<file path="src/rtl/axi_master_arbiter.sv">
// axi_master_arbiter
// Single-outstanding AXI4 master shared by an instruction-fetch client (IFU,
// read-only) and a load/store client (LSU, read/write). One request is granted
// in IDLE, latched, driven as a single-beat AXI transaction, and answered with
// a one-cycle response pulse on the originating client's port.
module axi_master_arbiter #(
  parameter int unsigned ADDR_W = 32,
  parameter int unsigned DATA_W = 32,
  parameter int unsigned ID_W   = 4,
  parameter int unsigned IFU_ID = 0,
  parameter int unsigned LSU_ID = 1,
  parameter bit          ARB_RR = 1'b1
) (
  input  logic                  clock_i,
  input  logic                  reset_i,   // asynchronous, active-low

  // IFU client (read-only)
  input  logic                  ifu_req_valid_i,
  output logic                  ifu_req_ready_o,
  input  logic [ADDR_W-1:0]     ifu_addr_i,
  output logic                  ifu_rsp_valid_o,
  output logic [DATA_W-1:0]     ifu_rsp_data_o,
  output logic                  ifu_rsp_err_o,

  // LSU client (read/write)
  input  logic                  lsu_req_valid_i,
  output logic                  lsu_req_ready_o,
  input  logic                  lsu_req_wen_i,
  input  logic [ADDR_W-1:0]     lsu_addr_i,
  input  logic [DATA_W-1:0]     lsu_wdata_i,
  input  logic [DATA_W/8-1:0]   lsu_wstrb_i,
  input  logic [2:0]            lsu_size_i,
  output logic                  lsu_rsp_valid_o,
  output logic [DATA_W-1:0]     lsu_rsp_data_o,
  output logic                  lsu_rsp_err_o,

  // AXI write address channel
  output logic                  io_master_awvalid_o,
  output logic [ADDR_W-1:0]     io_master_awaddr_o,
  output logic [ID_W-1:0]       io_master_awid_o,
  output logic [7:0]            io_master_awlen_o,
  output logic [2:0]            io_master_awsize_o,
  output logic [1:0]            io_master_awburst_o,
  input  logic                  io_master_awready_i,

  // AXI write data channel
  output logic                  io_master_wvalid_o,
  output logic [DATA_W-1:0]     io_master_wdata_o,
  output logic [DATA_W/8-1:0]   io_master_wstrb_o,
  output logic                  io_master_wlast_o,
  input  logic                  io_master_wready_i,

  // AXI write response channel
  output logic                  io_master_bready_o,
  input  logic                  io_master_bvalid_i,
  input  logic [1:0]            io_master_bresp_i,
  input  logic [ID_W-1:0]       io_master_bid_i,

  // AXI read address channel
  output logic                  io_master_arvalid_o,
  output logic [ADDR_W-1:0]     io_master_araddr_o,
  output logic [ID_W-1:0]       io_master_arid_o,
  output logic [7:0]            io_master_arlen_o,
  output logic [2:0]            io_master_arsize_o,
  output logic [1:0]            io_master_arburst_o,
  input  logic                  io_master_arready_i,

  // AXI read data channel
  output logic                  io_master_rready_o,
  input  logic                  io_master_rvalid_i,
  input  logic [DATA_W-1:0]     io_master_rdata_i,
  input  logic [1:0]            io_master_rresp_i,
  input  logic                  io_master_rlast_i,
  input  logic [ID_W-1:0]       io_master_rid_i
);

  localparam int unsigned     STRB_W     = DATA_W / 8;
  localparam logic [2:0]      IFU_SIZE   = 3'($clog2(STRB_W));
  localparam logic [ID_W-1:0] IFU_AXI_ID = ID_W'(IFU_ID);
  localparam logic [ID_W-1:0] LSU_AXI_ID = ID_W'(LSU_ID);
  localparam logic [1:0]      BURST_INCR = 2'b01;

  typedef enum logic [2:0] {
    ST_IDLE,
    ST_RD_ADDR,
    ST_RD_DATA,
    ST_WR_REQ,
    ST_WR_RESP
  } state_e;

  typedef enum logic {
    CL_IFU = 1'b0,
    CL_LSU = 1'b1
  } client_e;

  state_e              state_q, state_d;
  client_e             client_q, client_d;
  client_e             last_grant_q, last_grant_d;
  logic [ADDR_W-1:0]   addr_q, addr_d;
  logic [DATA_W-1:0]   wdata_q, wdata_d;
  logic [STRB_W-1:0]   wstrb_q, wstrb_d;
  logic [2:0]          size_q, size_d;
  logic                aw_done_q, aw_done_d;
  logic                w_done_q, w_done_d;

  logic                ifu_rsp_valid_q, ifu_rsp_valid_d;
  logic [DATA_W-1:0]   ifu_rsp_data_q, ifu_rsp_data_d;
  logic                ifu_rsp_err_q, ifu_rsp_err_d;
  logic                lsu_rsp_valid_q, lsu_rsp_valid_d;
  logic [DATA_W-1:0]   lsu_rsp_data_q, lsu_rsp_data_d;
  logic                lsu_rsp_err_q, lsu_rsp_err_d;

  logic [ID_W-1:0]     expect_id;
  logic                rd_err;

  // The ID the granted client's read must come back with.
  assign expect_id = (client_q == CL_LSU) ? LSU_AXI_ID : IFU_AXI_ID;

  // Fixed single-beat INCR fields; addresses and payload come from the latch.
  assign io_master_awaddr_o  = addr_q;
  assign io_master_awid_o    = LSU_AXI_ID;
  assign io_master_awlen_o   = 8'd0;
  assign io_master_awsize_o  = size_q;
  assign io_master_awburst_o = BURST_INCR;
  assign io_master_wdata_o   = wdata_q;
  assign io_master_wstrb_o   = wstrb_q;
  assign io_master_wlast_o   = io_master_wvalid_o;
  assign io_master_araddr_o  = addr_q;
  assign io_master_arid_o    = expect_id;
  assign io_master_arlen_o   = 8'd0;
  assign io_master_arsize_o  = size_q;
  assign io_master_arburst_o = BURST_INCR;

  assign ifu_rsp_valid_o = ifu_rsp_valid_q;
  assign ifu_rsp_data_o  = ifu_rsp_data_q;
  assign ifu_rsp_err_o   = ifu_rsp_err_q;
  assign lsu_rsp_valid_o = lsu_rsp_valid_q;
  assign lsu_rsp_data_o  = lsu_rsp_data_q;
  assign lsu_rsp_err_o   = lsu_rsp_err_q;

  // Next-state, grant and AXI handshake logic.
  always_comb begin
    // NOTE: every variable written here gets a default before the case, so
    // no path through the decode can leave one unassigned and infer a latch.
    state_d             = state_q;
    client_d            = client_q;
    last_grant_d        = last_grant_q;
    addr_d              = addr_q;
    wdata_d             = wdata_q;
    wstrb_d             = wstrb_q;
    size_d              = size_q;
    aw_done_d           = aw_done_q;
    w_done_d            = w_done_q;
    ifu_rsp_valid_d     = 1'b0;
    ifu_rsp_data_d      = ifu_rsp_data_q;
    ifu_rsp_err_d       = ifu_rsp_err_q;
    lsu_rsp_valid_d     = 1'b0;
    lsu_rsp_data_d      = lsu_rsp_data_q;
    lsu_rsp_err_d       = lsu_rsp_err_q;
    rd_err              = 1'b0;
    ifu_req_ready_o     = 1'b0;
    lsu_req_ready_o     = 1'b0;
    io_master_arvalid_o = 1'b0;
    io_master_rready_o  = 1'b0;
    io_master_awvalid_o = 1'b0;
    io_master_wvalid_o  = 1'b0;
    io_master_bready_o  = 1'b0;

    case (state_q)
      ST_IDLE: begin
        // LSU wins when alone, under fixed priority, or when IFU went last.
        if (lsu_req_valid_i &&
            (!ifu_req_valid_i || !ARB_RR || last_grant_q == CL_IFU)) begin
          lsu_req_ready_o = 1'b1;
          client_d        = CL_LSU;
          last_grant_d    = CL_LSU;
          addr_d          = lsu_addr_i;
          wdata_d         = lsu_wdata_i;
          wstrb_d         = lsu_wstrb_i;
          size_d          = lsu_size_i;
          aw_done_d       = 1'b0;
          w_done_d        = 1'b0;
          state_d         = lsu_req_wen_i ? ST_WR_REQ : ST_RD_ADDR;
        end else if (ifu_req_valid_i) begin
          ifu_req_ready_o = 1'b1;
          client_d        = CL_IFU;
          last_grant_d    = CL_IFU;
          addr_d          = ifu_addr_i;
          size_d          = IFU_SIZE;
          state_d         = ST_RD_ADDR;
        end
      end

      ST_RD_ADDR: begin
        io_master_arvalid_o = 1'b1;
        if (io_master_arready_i) begin
          state_d = ST_RD_DATA;
        end
      end

      ST_RD_DATA: begin
        io_master_rready_o = 1'b1;
        if (io_master_rvalid_i) begin
          rd_err = (io_master_rresp_i != 2'b00) ||
                   (io_master_rid_i != expect_id) ||
                   !io_master_rlast_i;
          if (client_q == CL_LSU) begin
            lsu_rsp_valid_d = 1'b1;
            lsu_rsp_data_d  = io_master_rdata_i;
            lsu_rsp_err_d   = rd_err;
          end else begin
            ifu_rsp_valid_d = 1'b1;
            ifu_rsp_data_d  = io_master_rdata_i;
            ifu_rsp_err_d   = rd_err;
          end
          state_d = ST_IDLE;
        end
      end

      ST_WR_REQ: begin
        // AW and W complete independently; each valid drops after its own beat.
        io_master_awvalid_o = !aw_done_q;
        io_master_wvalid_o  = !w_done_q;
        aw_done_d = aw_done_q || io_master_awready_i;
        w_done_d  = w_done_q  || io_master_wready_i;
        if (aw_done_d && w_done_d) begin
          aw_done_d = 1'b0;
          w_done_d  = 1'b0;
          state_d   = ST_WR_RESP;
        end
      end

      ST_WR_RESP: begin
        io_master_bready_o = 1'b1;
        if (io_master_bvalid_i) begin
          lsu_rsp_valid_d = 1'b1;
          lsu_rsp_data_d  = '0;
          lsu_rsp_err_d   = (io_master_bresp_i != 2'b00) ||
                            (io_master_bid_i != LSU_AXI_ID);
          state_d = ST_IDLE;
        end
      end

      default: begin
        state_d = ST_IDLE;
      end
    endcase
  end

  // State, request latch and response registers; reset abandons any transfer.
  always_ff @(posedge clock_i or negedge reset_i) begin
    // NOTE: non-blocking assignments make every register sample pre-edge
    // values, independent of statement order.
    if (!reset_i) begin
      state_q         <= ST_IDLE;
      client_q        <= CL_IFU;
      last_grant_q    <= CL_IFU;
      addr_q          <= '0;
      wdata_q         <= '0;
      wstrb_q         <= '0;
      size_q          <= '0;
      aw_done_q       <= 1'b0;
      w_done_q        <= 1'b0;
      ifu_rsp_valid_q <= 1'b0;
      ifu_rsp_data_q  <= '0;
      ifu_rsp_err_q   <= 1'b0;
      lsu_rsp_valid_q <= 1'b0;
      lsu_rsp_data_q  <= '0;
      lsu_rsp_err_q   <= 1'b0;
    end else begin
      state_q         <= state_d;
      client_q        <= client_d;
      last_grant_q    <= last_grant_d;
      addr_q          <= addr_d;
      wdata_q         <= wdata_d;
      wstrb_q         <= wstrb_d;
      size_q          <= size_d;
      aw_done_q       <= aw_done_d;
      w_done_q        <= w_done_d;
      ifu_rsp_valid_q <= ifu_rsp_valid_d;
      ifu_rsp_data_q  <= ifu_rsp_data_d;
      ifu_rsp_err_q   <= ifu_rsp_err_d;
      lsu_rsp_valid_q <= lsu_rsp_valid_d;
      lsu_rsp_data_q  <= lsu_rsp_data_d;
      lsu_rsp_err_q   <= lsu_rsp_err_d;
    end
  end

endmodule

</file>
<file path="config.mk">
export PLATFORM = sky130hd
export DESIGN_NAME = axi_master_arbiter
export DESIGN_NICKNAME = d
export VERILOG_FILES = /design/src/rtl/axi_master_arbiter.sv
export SDC_FILE = /design/constraint.sdc
export NUM_CORES = 1
export LEC_CHECK = 0
export CAP_MARGIN = 20
export CORE_MARGIN = 10
export CORE_UTILIZATION = 31
export CTS_CLUSTER_SIZE = 24
export DETAILED_ROUTE_END_ITERATION = 6
export GPL_ROUTABILITY_DRIVEN = 1
export HOLD_SLACK_MARGIN = 0.03
export PLACE_DENSITY = 0.69
export RECOVER_POWER = 50
export SYNTH_ARGS = -nofsm -noshare
export SYNTH_HDL_FRONTEND = slang
export SYNTH_SLANG_ARGS = --single-unit
</file>
<file path="constraint.sdc">
create_clock -name clock_i -period 1.54 [get_ports clock_i]
set_input_delay 0.231 -clock clock_i [delete_from_list [all_inputs] [get_ports clock_i]]
set_output_delay 0.231 -clock clock_i [all_outputs]
set_load 0.02 [all_outputs]
</file>
## Word level (Yosys, flattened, before mapping)

Index checks and enable logic that the tools add are counted.

- Equal/unequal tests: 13
- Bitwise logic cells: 1
- Mux-type cells: 45
- Reduce and logical (&&, ||, !) cells: 24

Operators with widths:

| kind | count |
|---|---|
| $mux 32 | 5 |
| $pmux 32 s2 | 1 |
| $mux 1 | 25 |
| $mux 3 | 8 |
| $pmux 3 s5 | 1 |
| $ne 2x2->1 const B | 6 |
| $reduce_bool 2->1 | 5 |
| $pmux 1 s2 | 4 |
| $eq 3x2->1 const B | 2 |
| $logic_or 1x1->1 | 6 |
| $reduce_and 2->1 | 3 |
| $reduce_and 5->1 | 1 |
| $logic_not 1->1 | 4 |
| $ne 4x1->1 | 1 |
| $ne 4x1->1 const B | 1 |
| $reduce_and 4->1 | 1 |
| $eq 3x1->1 const B | 1 |
| $eq 3x3->1 const B | 1 |
| $logic_not 3->1 | 1 |
| $ne 3x3->1 const B | 1 |
| $reduce_and 3->1 | 1 |
| $logic_and 1x1->1 | 2 |
| $mux 2 | 1 |
| $not 1->1 | 1 |

- Register bits: 145
- Input port bits: 158
- Word-level logic and storage cells: 97
- Output and inout bits: 210

## Longest topological paths before layout

Gate-level depths: netlist (run 1).

- Depth in word-level cells: 7
- Gate-level depth with buffers: 7

## Worst setup path after synthesis (run 1)

OpenSTA, ideal clock, no wires.

- Kind: reg2reg
- Start: register state_q[2]
- End: register ifu_rsp_data_q[10] (netlist: ifu_rsp_data_o[10])
- Stages on the path, launching flop included: 5
- Required time: 1.415 ns
- Path slack: -0.040 ns
- Period minus slack after synthesis: 1.580 ns
- Arrival time: 1.455 ns
- Cell sequence: dfrtp_1 -> nand2b_4 -> nor3_4 -> buf_6 -> mux2_2

- Word-level cells in the longest chain between the ends: 2

Ends and longest elaborated chain:

| item | RTL line | RTL |
|---|---|---|
| from (decl) | 96 | `state_e state_q, state_d;` |
| from (signal assigned) | 271 | `state_q <= state_d;` |
| $eq 3x2->1 | 169 | `case (state_q)` |
| $reduce_and 3->1 (no source line) | - |  |
| to (signal assigned) | 281 | `ifu_rsp_data_q <= ifu_rsp_data_d;` |
| to (decl) | 107 | `logic [DATA_W-1:0] ifu_rsp_data_q, ifu_rsp_data_d;` |

Every way passes these cells.
A chain may end at the register's enable or synchronous reset.

## Worst setup path in the final report (run 1)

- Start: register state_q[0]
- End: output io_master_bready_o

- Word-level cells in the longest chain between the ends: 2

Ends and longest elaborated chain:

| item | RTL line | RTL |
|---|---|---|
| $eq 3x3->1 | 169 |  |
| $mux 1 | 169 |  |
| to (decl) | 54 | `output logic io_master_bready_o,` |

Every way passes these cells.

==> results of run 1 <==
[tightest hold or removal path, cell delays in order]
cell             delay, ns
clkdlybuf4s50_1       0.39
nand2_1               0.06
nand2_1               0.04
[routing by layer]
metal / up-vias / track usage / wire (µm)
met3: 19 / 0.0675 / 2470
met2: 229 / 0.293 / 13100
met4: 0 / 0.0487 / 266
met5: - / 0 / 0
li1: 2725 / - / -
met1: 2723 / 0.187 / 9230
[state kept, by name (all words and copies together) (netlist names)]
signal,cells
lsu_rsp_err_o,1
lsu_rsp_valid_o,1
w_done_q,1
lsu_rsp_data_o,32
ifu_rsp_data_o,32
io_master_wdata_o,32
io_master_araddr_o,32
io_master_arsize_o,3
state_q,3
io_master_wstrb_o,4
ifu_rsp_valid_o,1
aw_done_q,1
ifu_rsp_err_o,1
last_grant_q,1
[per-stage QoR]
stage	hold WS, ns	worst slack, ns	area [µm²]	util
after floorplan	-0.0646	-0.0243	6570	-
after CTS	0.276	-0.272	10900	0.537
after global routing	0.325	-0.288	11400	0.561
final	0.344	-0.220	11400	0.561
after global placement	0.155	-0.308	10000	0.492
after detailed placement	0.158	-0.321	10000	0.492
[cell families after synthesis]
kind of cell    synth area share
simple gates               0.148
flops                      0.561
buf+inv                    0.109
compound gates            0.0741
mux                        0.105
other cells              0.00116
xor+xnor                 0.00135
[final timing paths]
path	startpoint	end	slack, ns	depth (start not counted)
setup / recovery	state_q[0]	io_master_bready_o	-0.22	3
hold / removal	lsu_wstrb_i[2]	io_master_wstrb_o[2]	0.34	3
setup reg to reg	state_q[0]	ifu_rsp_data_o[11]	-0.22	7
hold reg to reg	io_master_wdata_o[6]	io_master_wdata_o[6]	0.47	2
max in group asynchronous	reset_i	ifu_rsp_data_o[21]	0.13	3
min in group asynchronous	reset_i	lsu_rsp_data_o[28]	0.48	2
[power by group through the flow]
| stage | registers, µW | clock network, µW | logic, µW |
|---|---|---|---|
| 3_3_place_gp | 6800 | 0 | 12100 |
| 6_report | 6790 | 4250 | 13100 |
| 3_5_place_dp | 6810 | 0 | 12300 |
| 4_1_cts | 6740 | 4360 | 12100 |
| 2_1_floorplan | 8750 | 0 | 4430 |
| 5_1_grt | 7030 | 4550 | 14000 |
[cell usage after synthesis, types with 4 or more instances]
master    number  share of area
o21ai_0       50          0.039
o21ai_1       16          0.012
clkbuf_1       4         0.0023
dfrtp_1      145           0.56
buf_4         75          0.087
nor2_1         8         0.0046
mux2i_1       32          0.050
buf_2         16          0.012
nand2_1      207           0.12
mux2_2        30          0.052
[what timing repair did]
action                                  4_1_cts  5_1_grt
hold buffers                                  1        0
resized for setup                           301      103
pin swaps                                     7       10
endpoints found under the hold margin        31        0
endpoints found under the setup margin      266      150
buffers inserted                             12        8
cloned                                        8       15
[final cells by class]
class                   count  area, µm²
repair buffers            416       4240
clock buffers              20        457
well taps                 270        338
flip-flops and latches    145       3630
diodes                      2       5.00
multi-input cells         411       2590
clock inverters            12        148
fillers                  1807       8930
inverters                   4       20.0
==> impl_metrics.tcl, run 1 <==
set metrics [dict create \
    p_clk_frac 0.176 \
    detailed_place_hpwl_um 17400 \
    drive_gt1_frac 0.207 \
    htree_levels 4 \
    max_freq_mhz 568 \
    finalNetCount 1153 \
    io_pins 368 \
    viasPerCell 4.45 \
    cts_sinks 145 \
    antenna_found_initial 1 \
    setup_tns_ns -8.04 \
    synth_edf_count 0 \
    setup_viol 74 \
    p_leak_uw 0.00574 \
    failed_checks "setup timing" \
    yosys_warnings 0 \
    io_buffers 340 \
    ys_seq_area_frac 0.561 \
    power_density_nw_per_um2 2110 \
    wl_um 25000 \
    hold_path_class "input port to flip-flop" \
    numCtsBuffers 17 \
    syn_area_um2 6470 \
    p_comb_frac 0.542 \
    cp_top_family "simple AND/OR/NAND/NOR gates" \
    core-area_um2 20400 \
    async_flop_share 1.00 \
    drc 0 \
    grt_pass1_wl_um 35200 \
    critical_path_buf_inv_count 2 \
    final_common_cell "nand2_1" \
    clockBufferDepth 2 \
    netSwitchingPower_uw 10000 \
    fin_crit_sh 1.14 \
    rsz0062_at_grt "yes" \
    grt_max_degree 52 \
    grt_pass1_vias 5844 \
    worstMarginPinSlew_ns 0.914 \
    cts_tree "yes" \
    required_ns 1.31 \
    power_uw 24100 \
    p_seq_frac 0.282 \
    outcome "finished, violations left" \
    clock_skew_ns 0.0107 \
    criticalPathCategory "flip-flop to output pin" \
    swShare 0.416 \
    ir_worst_vdd_mv 1.07 \
    insertion_delay_ns 0.41 \
    gr-usage-all-layers 0.169 \
    mostFrequentLayoutCells "nand2_1, dlygate4sd2_1, clkdlybuf4s50_1" \
    drtIter0Drc 204 \
    initial_core_util 0.318 \
    syn-mean-instance-area_um2 10.2 \
    critPathMaxFanout 5 \
    row_count 52 \
    vias 5696 \
    ys_ff_latch 145 \
    start_kind "flip-flop" \
    synth.distinct_cells 41 \
    critPathSlowestCell "or3b_1" \
    cp_slowest_stage_delay_ns 0.46 \
    p_int_uw 14100 \
    dpl.cell_count 1206 \
    worstPathCellList "or3b_1, inv_2, buf_4" \
    hold_viol 0 \
    period_needed_ns 1.76 \
    die_area_um2 27000 \
    finalNonFillerCells 1280 \
    clkTransAtPathRegs_ns 0.06 \
    die_w_um 164 \
    syn2layout_area_growth_pct 76.8 \
    cp-end-kind "output pin" \
    slew_violations 0 \
    slew_headroom 0.391 \
    worstPathArrival_ns 1.53 \
    clockRootBuffer "clkbuf_16" \
    antenna_left 0 \
    netlist_instances 632 \
    drt-wirelength-per-cell_um 19.6 \
    grt_overflow 0 \
    synth_ff_type "dfrtp_1" \
    die_h_um 164 \
    drt_pass1_iterations 6 \
    cap_viol_max_count 0 \
    gp_congestion 0.819 \
    setup_ws_ns -0.220 \
]
Power figures use the tool's default switching activity.
==> run 2: changes to the inputs <==
--- a/config.mk
+++ b/config.mk
@@ -17,3 +17,4 @@
 export SYNTH_ARGS = -nofsm -noshare
 export SYNTH_HDL_FRONTEND = slang
 export SYNTH_SLANG_ARGS = --single-unit
+export TNS_END_PERCENT = 10
==> run 2 against run 1 <==
  * Fmax fell by 0.67%
  * Combinational power is 11% lower
  * First-iteration DRC count grew 17%
  * Critical endpoint is now ifu_rsp_data_o[28]
  * Largest power group unchanged
  * The flow still finishes with violations (setup timing)
  * Clock skew fell by 0.0013 ns
  * Die area stayed put
  * Non-clock buffer count is 17 lower
  * Via count is 2.3% lower
  * Highest routed layer unchanged
==> impl_metrics.tcl, run 2 (same netlist as run 1, synthesis figures left out) <==
set metrics [dict create \
    hold_viol 0 \
    max_freq_mhz 564 \
    drtIter0Drc 238 \
    numCtsBuffers 17 \
    critPathSlowestCell "dfrtp_2" \
    p_seq_frac 0.297 \
    critical_path_buf_inv_count 4 \
    clockBufferDepth 2 \
    ir_worst_vdd_mv 0.803 \
    p_int_uw 13200 \
    grt_pass1_wl_um 34300 \
    p_comb_frac 0.513 \
    core-area_um2 20400 \
    die_w_um 164 \
    worstPathCellList "buf_6, buf_6, nand2b_4, nor3_4, buf_12, clkbuf_16, mux2_4" \
    initial_core_util 0.318 \
    clkTransAtPathRegs_ns 0.07 \
    reg2reg_from "state_q[0]" \
    gp_congestion 0.798 \
    cts_sinks 145 \
    outcome "finished, violations left" \
    netSwitchingPower_uw 9410 \
    criticalPathCategory "flip-flop to flip-flop" \
    cp-end-kind "flip-flop" \
    wl_um 23500 \
    viasPerCell 4.42 \
    io_pins 368 \
    syn2layout_area_growth_pct 68.2 \
    detailed_place_hpwl_um 17900 \
    gr-usage-all-layers 0.163 \
    power_density_nw_per_um2 2080 \
    die_h_um 164 \
    diodes 0 \
    slew_violations 0 \
    p_leak_uw 0.00549 \
    io_buffers 340 \
    drive_gt1_frac 0.153 \
    insertion_delay_ns 0.41 \
    min_from "lsu_wdata_i[7]" \
    failed_checks "setup timing" \
    row_count 52 \
    critPathMaxFanout 8 \
    worstMarginPinSlew_ns 0.991 \
    slew_headroom 0.340 \
    antenna_found_initial 0 \
    start_kind "flip-flop" \
    required_ns 1.83 \
    swShare 0.416 \
    setup_ws_ns -0.232 \
    cp_top_family "buffers and inverters" \
    clockRootBuffer "clkbuf_16" \
    vias 5564 \
    period_needed_ns 1.77 \
    rsz0062_at_grt "yes" \
    fin_crit_sh 1.15 \
    cp_slowest_stage_delay_ns 0.44 \
    finalNetCount 1135 \
    cts_tree "yes" \
    startpoint "state_q[0]" \
    drc 0 \
    die_area_um2 27000 \
    drt_pass1_iterations 5 \
    grt_overflow 0 \
    final_common_cell "nand2_1" \
    p_clk_frac 0.189 \
    power_uw 22600 \
    drt-wirelength-per-cell_um 18.6 \
    pre_cts_slack_ns -0.334 \
    cap_viol_max_count 0 \
    clock_skew_ns 0.00940 \
    mostFrequentLayoutCells "nand2_1, dlygate4sd2_1, clkdlybuf4s50_1" \
    hold_path_class "input port to flip-flop" \
    htree_levels 4 \
    crit_path_frequent_cell "buf_6" \
    worstPathArrival_ns 2.07 \
    antenna_left 0 \
    grt_max_degree 68 \
    setup_viol 72 \
    grt_pass1_vias 5937 \
    fillers 1904 \
]
run 2: worst paths after layout:
| check | to | slack [ns] | depth (start not counted) |
|---|---|---|---|
| max | ifu_rsp_data_o[28] | -0.23 | 7 |
| min | io_master_wdata_o[7] | 0.34 | 3 |
| max reg2reg | ifu_rsp_data_o[28] | -0.23 | 7 |
| min reg2reg | io_master_wdata_o[9] | 0.47 | 2 |
| max in group asynchronous | lsu_rsp_valid_o | 0.15 | 3 |
| min in group asynchronous | lsu_rsp_data_o[1] | 0.52 | 2 |
run 2: area by class of cell:
class	instances	area, µm²	share of cell area
Clock buffer	19	433	0.0398
Clock inverter	13	173	0.0159
Inverter	4	17.5	0.00161
Multi-Input combinational cell	410	2420	0.223
Sequential cell	145	3630	0.334
Tap cell	270	338	0.0310
Timing Repair Buffer	399	3860	0.355
run 2: per-stage QoR:
step	hold slack (ns)	setup TNS, ns	cells	cell area, µm²	utilization
2_1_floorplan	-0.0646	-0.587	657	6570	-
3_3_place_gp	0.169	-23.71	1211	10100	0.495
3_5_place_dp	0.170	-27.18	1211	10100	0.495
4_1_cts	0.295	-10.14	1251	10700	0.523
5_1_grt	0.331	-17.55	1260	10900	0.534
6_report	0.342	-9.25	1260	10900	0.534
run 2: what timing repair did:
item / CTS / global route
gates cloned: 1 / 4
pin swaps: 12 / 4
endpoints found under the setup margin: 301 / 134
hold buffers: 1 / 0
endpoints found under the hold margin: 29 / 0
resized for setup: 242 / 47
buffers inserted: 6 / 5
run 2: power by group through the flow:
stage                     Sequential [µW]  Clock (µW)  Combinational [µW]
after floorplan                      8750           0                4420
after global placement               6760           0               12200
after detailed placement             6840           0               12300
after CTS                            6730        4400               11300
after global routing                 6980        4590               12500
final                                6730        4290               11600
run 2: worst min-delay path: cells and delay by family:
family                 cells  cell delay, ns
and+or+nand+nor            2            0.09
buffers and inverters      1            0.40
run 2: layer usage:
metal,global-route usage,vias up,part of all wire
li1,-,2681,-
met1,0.178,2624,0.39
met2,0.279,248,0.49
met3,0.0789,11,0.11
met4,0.0415,0,0.011
met5,0,-,0
